**src/rtl/piso_stream.sv**
```systemverilog
// piso_stream - parametrised parallel-in / serial-out shifter.
//
// A WIDTH-bit word is accepted through a valid/ready load handshake and then
// shifted out one bit per shift_en strobe, MSB- or LSB-first. Completed frames
// are reported by a one-cycle frame_done pulse and a wrapping frame counter.
//
// Optional feature (compile-time macro PISO_STREAM_PARITY_EN): append an even
// parity bit (XOR of all data bits) as an extra shift slot after the data bits.
//
// Handshake: a word transfers on a rising edge where load_valid && load_ready.
// load_ready is combinational and is high in IDLE and on the final shift slot
// of a frame (when shift_en is high), so back-to-back frames run without gaps.
// parallel_in is sampled only on a transfer edge; load_valid while load_ready
// is low is ignored.
//
// Ports:
//   clk          in   rising-edge clock
//   reset        in   synchronous, active-low reset
//   load_valid   in   producer has a word on parallel_in
//   load_ready   out  block can accept a word this cycle
//   parallel_in  in   [WIDTH-1:0] word to serialise
//   shift_en     in   bit-rate strobe, one bit advances per high edge
//   serial_out   out  current serial bit (registered)
//   serial_valid out  serial_out carries a frame bit
//   busy         out  frame in progress
//   frame_done   out  one-cycle pulse after the last slot is shifted out
//   frame_count  out  [CNT_W-1:0] completed frames, wraps modulo 2^CNT_W
module piso_stream #(
   parameter int   WIDTH      = 8,
   parameter bit   MSB_FIRST  = 1'b1,
   parameter logic IDLE_LEVEL = 1'b0,
   parameter int   CNT_W      = 16
) (
   input  logic             clk,
   input  logic             reset,
   input  logic             load_valid,
   output logic             load_ready,
   input  logic [WIDTH-1:0] parallel_in,
   input  logic             shift_en,
   output logic             serial_out,
   output logic             serial_valid,
   output logic             busy,
   output logic             frame_done,
   output logic [CNT_W-1:0] frame_count
);

   localparam int             BCW      = $clog2(WIDTH);
   localparam logic [BCW-1:0] LAST_IDX = BCW'(WIDTH - 1);

   typedef enum logic [1:0] {
      ST_IDLE   = 2'd0,
      ST_SHIFT  = 2'd1,
      ST_PARITY = 2'd2
   } state_t;

   state_t           state_q;
   state_t           state_d;
   logic [WIDTH-1:0] sreg_q;
   logic [BCW-1:0]   cnt_q;
   logic             serial_out_q;
   logic             frame_done_q;
   logic [CNT_W-1:0] frame_count_q;
`ifdef PISO_STREAM_PARITY_EN
   logic             parity_q;
`endif

   logic             advance;    // shift to the next data bit
   logic             to_parity;  // last data bit done, parity slot follows
   logic             frame_end;  // final slot of the frame is shifted out
   logic             load_fire;  // handshake on this edge
   logic [WIDTH-1:0] sreg_next;
   logic             next_bit;

   // The front of the shift register is always the bit currently on
   // serial_out; the bit behind it becomes visible after the next shift.
   assign sreg_next = MSB_FIRST ? {sreg_q[WIDTH-2:0], 1'b0}
                                : {1'b0, sreg_q[WIDTH-1:1]};
   assign next_bit  = MSB_FIRST ? sreg_q[WIDTH-2] : sreg_q[1];

   always_comb begin
      advance    = 1'b0;
      to_parity  = 1'b0;
      frame_end  = 1'b0;
      load_ready = 1'b0;
      load_fire  = 1'b0;
      state_d    = state_q;

      case (state_q)
         ST_SHIFT: begin
            if (shift_en) begin
               if (cnt_q == LAST_IDX) begin
`ifdef PISO_STREAM_PARITY_EN
                  to_parity = 1'b1;
`else
                  frame_end = 1'b1;
`endif
               end else begin
                  advance = 1'b1;
               end
            end
         end
         ST_PARITY: begin
`ifdef PISO_STREAM_PARITY_EN
            frame_end = shift_en;
`else
            // Unreachable without the parity feature; fall back to idle.
            frame_end = 1'b1;
`endif
         end
         default: ;
      endcase

      load_ready = reset & ((state_q == ST_IDLE) | frame_end);
      load_fire  = load_valid & load_ready;

      if (load_fire) begin
         state_d = ST_SHIFT;
      end else if (frame_end) begin
         state_d = ST_IDLE;
      end else if (to_parity) begin
         state_d = ST_PARITY;
      end
   end

   always_ff @(posedge clk) begin
      if (!reset) begin
         state_q       <= ST_IDLE;
         sreg_q        <= '0;
         cnt_q         <= '0;
         serial_out_q  <= IDLE_LEVEL;
         frame_done_q  <= 1'b0;
         frame_count_q <= '0;
`ifdef PISO_STREAM_PARITY_EN
         parity_q      <= 1'b0;
`endif
      end else begin
         state_q      <= state_d;
         frame_done_q <= frame_end;
         if (frame_end) begin
            frame_count_q <= frame_count_q + CNT_W'(1);
         end

         // A load takes priority over the frame-end idle value so that a
         // back-to-back word's first bit follows the previous frame directly.
         if (load_fire) begin
            sreg_q       <= parallel_in;
            cnt_q        <= '0;
            serial_out_q <= MSB_FIRST ? parallel_in[WIDTH-1] : parallel_in[0];
`ifdef PISO_STREAM_PARITY_EN
            parity_q     <= ^parallel_in;
`endif
         end else if (frame_end) begin
            serial_out_q <= IDLE_LEVEL;
         end else if (to_parity) begin
`ifdef PISO_STREAM_PARITY_EN
            serial_out_q <= parity_q;
`endif
         end else if (advance) begin
            sreg_q       <= sreg_next;
            cnt_q        <= cnt_q + BCW'(1);
            serial_out_q <= next_bit;
         end
      end
   end

   assign serial_out   = serial_out_q;
   assign serial_valid = (state_q != ST_IDLE);
   assign busy         = (state_q != ST_IDLE);
   assign frame_done   = frame_done_q;
   assign frame_count  = frame_count_q;

endmodule

```
**config.mk**
```make
export PLATFORM = sky130hd
export DESIGN_NAME = piso_stream
export DESIGN_NICKNAME = d
export VERILOG_FILES = /design/src/rtl/piso_stream.sv
export SDC_FILE = /design/constraint.sdc
export NUM_CORES = 1
export LEC_CHECK = 0
export CORE_ASPECT_RATIO = 0.5
export CORE_MARGIN = 1
export CORE_UTILIZATION = 48
export DETAILED_ROUTE_END_ITERATION = 10
export HOLD_SLACK_MARGIN = 0.1
export PLACE_DENSITY_LB_ADDON = 0.1
export SYNTH_ARGS = -nofsm -noshare
export SYNTH_HDL_FRONTEND = slang
export SYNTH_SLANG_ARGS = --single-unit
export TNS_END_PERCENT = 50
```
**constraint.sdc**
```tcl
create_clock -name clk -period 2 [get_ports clk]
set_input_delay 0.3 -clock clk [delete_from_list [all_inputs] [get_ports clk]]
set_output_delay 0.3 -clock clk [all_outputs]
set_load 0.02 [all_outputs]
```
==> metrics, run 1 <==
Yosys top cell area share 43.5%; footprint of the multi-input gates a little under 700 sq um; Slew Limit Fails 0; Worst Hold Class flop to flop; type of the worst setup path flop to flop; total grt overflow 0; Worst path max stage delay 0.52 ns; routed wire length ~2700 um; final-layout fill cell count ~230; maximum VDD drop 0.471 mV; final net count slightly above 200; Clock Pin Slew Worst Setup and Hold Paths 0.06 ns; CTS tree done; most used cell, CP ha_1; first-pass GRT wire length roughly 4400 um; Placer Congestion 0.709; status finished clean; Pint between 800 and 900 uW; diode count 0; WP data arrival around 2.1 ns; Die Y ~40 um; Mapped Cells about 150; # IOs 33; Synth area leader dfxtp_1; CP cell instances ha_1, ha_1, buf_4, and4_4, nand3_4, or4b_1, a21oi_1; die area 0.00301 sq mm; max cap viols 0; antenna viol nets, final 0; Setup TNS 0 ns; gr usage total between 20% and 30%; largest net degree at the start of global routing 25; critical path's slowest cell or4b_1; relative slew slack between 80% and 90%; post-route cell area roughly 0.0018 sq mm; syn avg cell area roughly 9 sq um; unrepaired setup endpoints after global routing no; core region area approximately 0.0026 sq mm; H-tree Lvls 2; crit-path max FO 6; Area Growth Syn to Fin 36.1%; worst-case clock buffer depth 2; Die X ~77 um; Combinational Power Share approximately 8.6%; initial antenna violation count 0; PD cells roughly 640 mW/mm^2; highest clock rate around 530 MHz; Setup Skew about 0.0042 ns; Final Cycle Share 94.2%; Final min period around 1.9 ns; async set or reset register ratio after synthesis 0%; clock buffer count from CTS 5; ys flop type dfxtp_1; Synth top cells by count dfxtp_1 (29), nor2_1 (25), mux2i_1 (10); I/O Buffers 32; sequential power share 51.7%; number of global-route vias before repair 997; layout cells sized above 1 11.0%; Switching Fraction between 20% and 30%; Net Switching about 270 uW; DR WL/cell roughly 12 um; register area share after synthesis between 40% and 50%; placed cell area around 0.0017 sq mm; required time of the critical path between 2 and 2.5 ns; CTS resizes 2; num rows 13; synthesis-stage register bit count 29; DRC violations left 0; Buf+Inv Stages, Crit Path 1; register area between 500 and 600 sq um; Clk pwr share 39.7%; drt pass-1 iters 6; DP HPWL roughly 1900 um; CTS Hold Bufs 0; Synthesized Nets roughly 160; starting density of the core between 50 and 60%; root buf cell clkbuf_8; # setup viols final 0; Power, Total about 1.2 mW; first-iteration detailed-routing DRC count 67; CP delay by family, top simple AND/OR/NAND/NOR gates; Post-Syn Area between 0.001 and 0.0015 sq mm; worst skew pair latency approximately 0.28 ns; Tightest Pin Transition 0.280 ns; CTS Sinks 29; largest cells by area after synthesis dfxtp_1 (44%), mux2i_1 (7.5%), nor2_1 (7.0%); top-count cell post-synth dfxtp_1; vias per cell 5.05; number of flops mapped to enable cells by yosys 0; Worst Setup End Kind flop; via count approximately 1.2k; Ys Warns 0; Fin. Hold Viols 0; setup bufs post-CTS 0; post-synthesis cell type count 35; leak pwr roughly 0.72 nW; Startpoint Class flop
## logic make-up after synthesis
kind of cell | count (synthesis) | share of synthesized area, %
xor+xnor | 9 | 5.91
buf+inv | 14 | 4.60
mux | 10 | 7.50
flops | 29 | 43.5
compound gates | 20 | 10.0
fa+ha+maj | 3 | 2.81
simple gates | 63 | 25.6
## worst register-to-register path: cells and delay by family (launching register included)
kind                       cells  cell delay [ns]
AOI/OAI and AO/OA              1             0.15
DFF                            1             0.34
buffers and inverters          1             0.14
and+or+nand+nor                3             0.85
adders and majority gates      2             0.35
## flip-flops by register name (all words and copies together), names as in the netlist
register and cells:
cnt_q 3, frame_count 16, frame_done 1, serial_out 1
sreg_q 7, state_q 1
## path summary, 6_finish.rpt
path	cells after the start	slack, ns	start	to
setup / recovery	7	0.12	cnt_q[0]	frame_count[14]
hold / removal	2	0.49	frame_count[11]	frame_count[11]
setup reg to reg	7	0.12	cnt_q[0]	frame_count[14]
hold reg to reg	2	0.49	frame_count[11]	frame_count[11]
## layer usage
metal	global-route usage (%)	up-vias	share of wire, %
met1	22.7	523	48
met2	35.8	23	46
met5	0	-	0
li1	-	598	-
met4	13.0	0	2.2
met3	7.67	8	4.0
## through the flow
| stage | instances | hold slack [ns] | util, % | setup slack (ns) |
|---|---|---|---|---|
| floorplan | 148 | 0.421 | - | 0.254 |
| global placement | 220 | 0.477 | 66.3 | 0.0463 |
| detailed placement | 220 | 0.483 | 66.3 | 0.00755 |
| CTS | 228 | 0.494 | 69.3 | 0.104 |
| global route | 228 | 0.520 | 69.3 | 0.0178 |
| finish | 228 | 0.488 | 69.3 | 0.117 |
## power groups by stage
| stage | registers [mW] | clock network (mW) | logic [mW] |
|---|---|---|---|
| after floorplan | 0.614 | 0 | 0.0510 |
| after global placement | 0.613 | 0 | 0.0981 |
| after detailed placement | 0.613 | 0 | 0.100 |
| after CTS | 0.600 | 0.473 | 0.100 |
| after global routing | 0.602 | 0.499 | 0.110 |
| final | 0.600 | 0.460 | 0.0999 |
## layout by cell type (no fill, tap or decap), types with 2 or more instances in the layout
cell             count
clkdlybuf4s50_1     31
dfxtp_1             29
nor2_1              25
mux2i_1             10
nand2_1              9
buf_4                9
inv_1                8
nand4_1              6
xor2_1               6
a211oi_1             5
nand3_1              5
a21oi_1              5
clkbuf_8             5
and4_4               3
and2_1               3
xnor2_1              3
o21ai_0              3
ha_1                 3
clkbuf_1             3
nor3_1               2
or3_1                2
## layout make-up
type / instances / area share, %
flip-flops and latches: 29 / 32.0
inverters: 8 / 1.65
clock buffers: 8 / 4.41
well taps: 37 / 2.55
repair buffers: 41 / 21.3
multi-input cells: 105 / 38.1
(Power assumes the default switching activity.)
==> inputs of run 2 (changes only) <==
--- a/config.mk
+++ b/config.mk
@@ -9,4 +9,5 @@
 export CORE_MARGIN = 1
 export CORE_UTILIZATION = 48
+export CTS_CLUSTER_DIAMETER = 200
 export DETAILED_ROUTE_END_ITERATION = 10
 export HOLD_SLACK_MARGIN = 0.1
==> constraint.sdc (replaced) <==
create_clock -name clk -period 2 [get_ports clk]
set_input_delay 0.3 -clock clk [delete_from_list [all_inputs] [get_ports clk]]
set_output_delay 0.3 -clock clk [all_outputs]
set_load 0.01 [all_outputs]
==> metrics, run 2 (synthesis results as in run 1) <==
Final min period 1.80 ns (was 1.88 ns); Die Y 39.3 um (unchanged); root buf cell clkbuf_8 (unchanged); hold slack 0.495 ns (was 0.488 ns); Worst Hold Class flop to flop (unchanged); die area 0.00301 sq mm (unchanged); # setup viols final 0 (unchanged); number of global-route vias before repair 905 (was 997); first-pass GRT wire length 4130 um (was 4380 um); initial antenna violation count 0 (unchanged); Die X 76.6 um (unchanged); Placer Congestion 0.755 (was 0.709); PD cells 667 mW/mm^2 (was 639 mW/mm^2); CTS Sinks 29 (unchanged); final-layout fill cell count 207 (was 233); core region area 0.00262 sq mm (unchanged); Area Growth Syn to Fin 37.8% (was 36.1%); first-iteration detailed-routing DRC count 58 (was 67); Setup Skew 0.00366 ns (was 0.00420 ns); max cap viols 0 (unchanged); reg-to-reg startpoint cnt_q[0] (unchanged); vias per cell 5.19 (was 5.05); WP data arrival 1.50 ns (was 2.10 ns); DP HPWL 1890 um (was 1880 um); drt pass-1 iters 6 (unchanged); # IOs 33 (unchanged); r2r worst-path depth 7 (unchanged); worst skew pair latency 0.28 ns (about the same); maximum VDD drop 0.408 mV (was 0.471 mV); crit-path max FO 7 (was 6); DRC violations left 0 (unchanged); Tightest Pin Transition 0.322 ns (was 0.280 ns); Final Cycle Share 90.2% (was 94.2%); via count 1173 (was 1152); Worst Setup End Kind primary output (was flop); required time of the critical path 1.70 ns (was 2.22 ns); Fin. Hold Viols 0 (unchanged); num rows 13 (unchanged); leading cell type in the layout, fill and taps excluded clkdlybuf4s50_1 (unchanged); Setup TNS 0 ns (unchanged); setup ws final 0.196 ns (was 0.117 ns); diode count 0 (unchanged); reg2reg setup slack 0.22 ns (was 0.12 ns); Startpoint Class flop (unchanged); CTS Hold Bufs 0 (unchanged); antenna viol nets, final 0 (unchanged); clock buffer count from CTS 5 (unchanged); largest net degree at the start of global routing 24 (was 25); unrepaired setup endpoints after global routing no (unchanged); final net count 203 (was 205); Slew Limit Fails 0 (unchanged); leak pwr 0.722 nW (was 0.720 nW); relative slew slack 78.5% (was 81.3%); routed wire length 2680 um (was 2730 um); status finished clean (unchanged); gr usage total 18.9% (was 20.7%); Largest register FFs 16 (unchanged); worst slack, placed 0.0984 ns (was 0.00755 ns); Clock Pin Slew Worst Setup and Hold Paths 0.06 ns (about the same); Hold Crit Start frame_count[11] (unchanged); layout cells sized above 1 12.7% (was 11.0%); type of the worst setup path flop to primary output (was flop to flop); starting density of the core 50.9% (unchanged); DR WL/cell 11.8 um (was 12.0 um); worst-case clock buffer depth 2 (unchanged); I/O Buffers 32 (unchanged); total grt overflow 0 (unchanged); CTS tree done (unchanged); hold path cells 2 (unchanged); H-tree Lvls 2 (unchanged); reg-to-reg endpoint frame_count[8] (was frame_count[14]); Hold EP frame_count[11] (unchanged); most frequent cells in the layout clkdlybuf4s50_1 (31), dfxtp_1 (29), nor2_1 (25) (unchanged); highest clock rate 554 MHz (was 531 MHz)
run 2: cell types whose count changed in the layout (fill, tap and decap cells not counted), sizes merged:
cell	previous run	this run
buf	9	7
clkbuf	8	7
clkinv	0	1
run 2: how the worst max path moves through the flow:
| stage | slack (ns) | from | depth (start not counted) | end |
|---|---|---|---|---|
| floorplan | 0.26 | cnt_q[0] | 6 | frame_count[14] |
| global placement | 0.13 | shift_en | 4 | load_ready |
| detailed placement | 0.1 | cnt_q[0] | 5 | load_ready |
| CTS | 0.19 | cnt_q[0] | 5 | load_ready |
| global route | 0.15 | cnt_q[0] | 7 | frame_count[8] |
| finish | 0.20 | cnt_q[0] | 5 | load_ready |
run 2: where the power goes:
group / switching, mW / leakage (nW) / total (mW) / internal, mW
combinational: 0.0428 / 0.432 / 0.0956 / 0.0528
sequential: 0.00967 / 0.235 / 0.601 / 0.591
clock: 0.219 / 0.0542 / 0.530 / 0.310
total: 0.272 / 0.722 / 1.23 / 0.954
run 2: what timing repair did:
action,in CTS,in global routing
gates resized for setup,5,0
buffers inserted,0,0
setup endpoints to repair,1,0
run 2: layer usage:
layer / vias up / routed length (um) / GRT usage (%)
met4: 0 / 14 / 7.21
met5: - / 0 / 0
met3: 2 / 121 / 7.67
met1: 552 / 1270 / 22.6
met2: 21 / 1270 / 31.5
li1: 598 / - / -
run 2: cell type report:
class                           instances  area, sq um  share of cell area, %
Timing Repair Buffer                   39          372                   20.2
Tap cell                               37         46.3                   2.52
Multi-Input combinational cell        105          708                   38.5
Inverter                                8         30.0                   1.63
Clock inverter                          1         5.00                  0.272
Sequential cell                        29          581                   31.6
Clock buffer                            7         96.3                   5.24
run 2: through the flow:
stage	power, mW	utilization [%]	instance area [sq um]	instances
after CTS	1.24	70.2	1840	226
after global placement	0.707	65.7	1720	218
after detailed placement	0.709	65.7	1720	218
final	1.23	70.2	1840	226
after global routing	1.27	70.2	1840	226
after floorplan	0.661	-	1330	148
run 2: worst max-delay path, stage by stage, from the launching register on:
cell and delay (ns):
dfxtp_1 0.32, ha_1 0.23, ha_4 0.19, a21boi_2 0.15, nor2_1 0.06, dlygate4sd2_1 0.27
==> inputs of run 3 (changes only) <==
CELL_PAD_IN_SITES_DETAIL_PLACEMENT = 1   (was unset)
CELL_PAD_IN_SITES_GLOBAL_PLACEMENT = 2   (was unset)
CORE_UTILIZATION = 26   (was 48)
clock period = 1.6 ns   (was 2 ns; I/O delays follow)
==> metrics, run 3 (synthesis results as in run 1) <==
required time of the critical path 1.82 ns (was 1.70 ns); crit-path max FO 4 (was 7); total grt overflow 0 (unchanged); CP cell instances ha_4, ha_4, and4_4, nand3_4, or4b_4, a21oi_2 (was ha_1, ha_4, a21boi_2, nor2_1, dlygate4sd2_1); PD cells 713 mW/mm^2 (was 667 mW/mm^2); register area 583 sq um (was 581 sq um); worst skew pair latency 0.28 ns (about the same); core region area 0.00466 sq mm (was 0.00262 sq mm); failing checks negative setup slack; final-layout fill cell count 538 (was 207); routed wire length 3540 um (was 2680 um); setup ws final -0.0205 ns (was 0.196 ns); root buf cell clkbuf_8 (unchanged); WP data arrival 1.84 ns (was 1.50 ns); leak pwr 0.904 nW (was 0.722 nW); Startpoint Class flop (unchanged); maximum VDD drop 0.278 mV (was 0.408 mV); Worst Setup End Kind flop (was primary output); DP HPWL 2550 um (was 1890 um); Largest register FFs 16 (unchanged); critical path's slowest cell or4b_4 (was dfxtp_1); vias per cell 4.61 (was 5.19); CTS Sinks 29 (unchanged); gr usage total 14.9% (was 18.9%); die area 0.00544 sq mm (was 0.00301 sq mm); Slew Limit Fails 0 (unchanged); Hold EP frame_count[11] (unchanged); Hold Crit Start frame_count[11] (unchanged); Area Growth Syn to Fin 57.1% (was 37.8%); highest clock rate approximately 620 MHz; Core Util, Final 45.0% (was 70.2%); CTS Hold Bufs 0 (unchanged); # setup viols final 3 (was 0); Placer Congestion 0.677 (was 0.755); DRC violations left 0 (unchanged); largest net degree at the start of global routing 24 (unchanged); type of the worst setup path flop to flop (was flop to primary output); status complete, but fails checks (was finished clean); Fin. Hold Viols 0 (unchanged); Clock Pin Slew Worst Setup and Hold Paths 0.07 ns (was 0.06 ns); Setup Skew 0.00384 ns (was 0.00366 ns); hold path cells 2 (unchanged); max cap viols 0 (unchanged); clock buffer count from CTS 5 (unchanged); I/O Buffers 32 (unchanged); layout cells sized above 1 26.6% (was 12.7%); CTS tree done (unchanged); reg2reg setup slack -0.02 ns (was 0.22 ns); reg-to-reg endpoint frame_count[14] (was frame_count[8]); placed insts 264 (was 218); unrepaired setup endpoints after global routing yes (was no); drt pass-1 iters 3 (was 6); diode count 0 (unchanged); Die X 103 um (was 76.6 um); first-iteration detailed-routing DRC count 17 (was 58); via count 1258 (was 1173); worst slack, placed -0.329 ns (was 0.0984 ns); Tightest Pin Transition 0.458 ns (was 0.322 ns); antenna viol nets, final 0 (unchanged); Worst path max stage delay 0.49 ns (was 0.32 ns); footprint of the multi-input gates 793 sq um (was 708 sq um); starting density of the core 28.6% (was 50.9%); H-tree Lvls 2 (unchanged); Worst Hold Class flop to flop (unchanged); most used cell, CP ha_4; num rows 17 (was 13); Final min period approximately 1.6 ns; Die Y 52.6 um (was 39.3 um); number of global-route vias before repair 1258 (was 905); final net count 221 (was 203); DR WL/cell 13.0 um (was 11.8 um); reg-to-reg startpoint cnt_q[0] (unchanged); r2r worst-path depth 6 (was 7); # IOs 33 (unchanged); Final Cycle Share 101%; fin cells 273 (was 226); relative slew slack 69.4% (was 78.5%); most frequent cells in the layout dfxtp_1 (27), clkdlybuf4s50_1 (27), nor2_1 (24) (was clkdlybuf4s50_1 (31), dfxtp_1 (29), nor2_1 (25)); worst-case clock buffer depth 2 (unchanged); first-pass GRT wire length 5840 um (was 4130 um); initial antenna violation count 0 (unchanged)
[run 3: how the worst max path moves through the flow]
stage,endpoint,startpoint
final,frame_count[14],cnt_q[0]
after global routing,frame_count[12],cnt_q[0]
after CTS,frame_count[8],cnt_q[0]
after detailed placement,sreg_q[6],shift_en
after global placement,load_ready,shift_en
after floorplan,frame_count[14],cnt_q[1]
[run 3: critical path: cells and delay by family, from the launching register on]
kind / cells / cell delay (ns)
and+or+nand+nor: 3 / 0.81
AOI/OAI and AO/OA: 1 / 0.12
adders and majority gates: 2 / 0.28
DFF: 1 / 0.35
[run 3: layer usage]
layer	track usage, %	wire [um]
met1	16.8	1690
met2	25.8	1650
met3	4.53	136
met4	7.75	66
met5	0	0
[run 3: stage by stage]
stage | cell area, sq um | setup TNS, ns | total power [mW] | hold slack [ns]
finish | 2100 | -0.0381 | 1.49 | 0.488
global route | 2100 | -0.807 | 1.56 | 0.511
CTS | 2030 | -0.0666 | 1.52 | 0.495
detailed placement | 1910 | -5.34 | 0.907 | 0.486
global placement | 1910 | -4.29 | 0.904 | 0.473
floorplan | 1360 | -0.0571 | 0.828 | 0.361
[run 3: area by class of cell]
| type | instances | area share (%) |
|---|---|---|
| Inverter | 8 | 1.43 |
| Timing Repair Buffer | 57 | 25.0 |
| Clock buffer | 6 | 3.46 |
| Tap cell | 66 | 3.94 |
| Clock inverter | 2 | 0.478 |
| Multi-Input combinational cell | 105 | 37.9 |
| Sequential cell | 29 | 27.8 |
[run 3: power by group]
part           internal (mW)  switching, mW  leakage (nW)
Clock                  0.301          0.302        0.0450
Combinational         0.0789         0.0630         0.623
Sequential             0.739        0.00986         0.236
Total                   1.12          0.374         0.904
[run 3: repair_timing]
item,in CTS,in global routing
endpoints found under the setup margin,23,18
endpoints found under the hold margin,0,0
pin swaps,10,8
gates resized for setup,13,16
buffers inserted,1,0
cloned,0,0
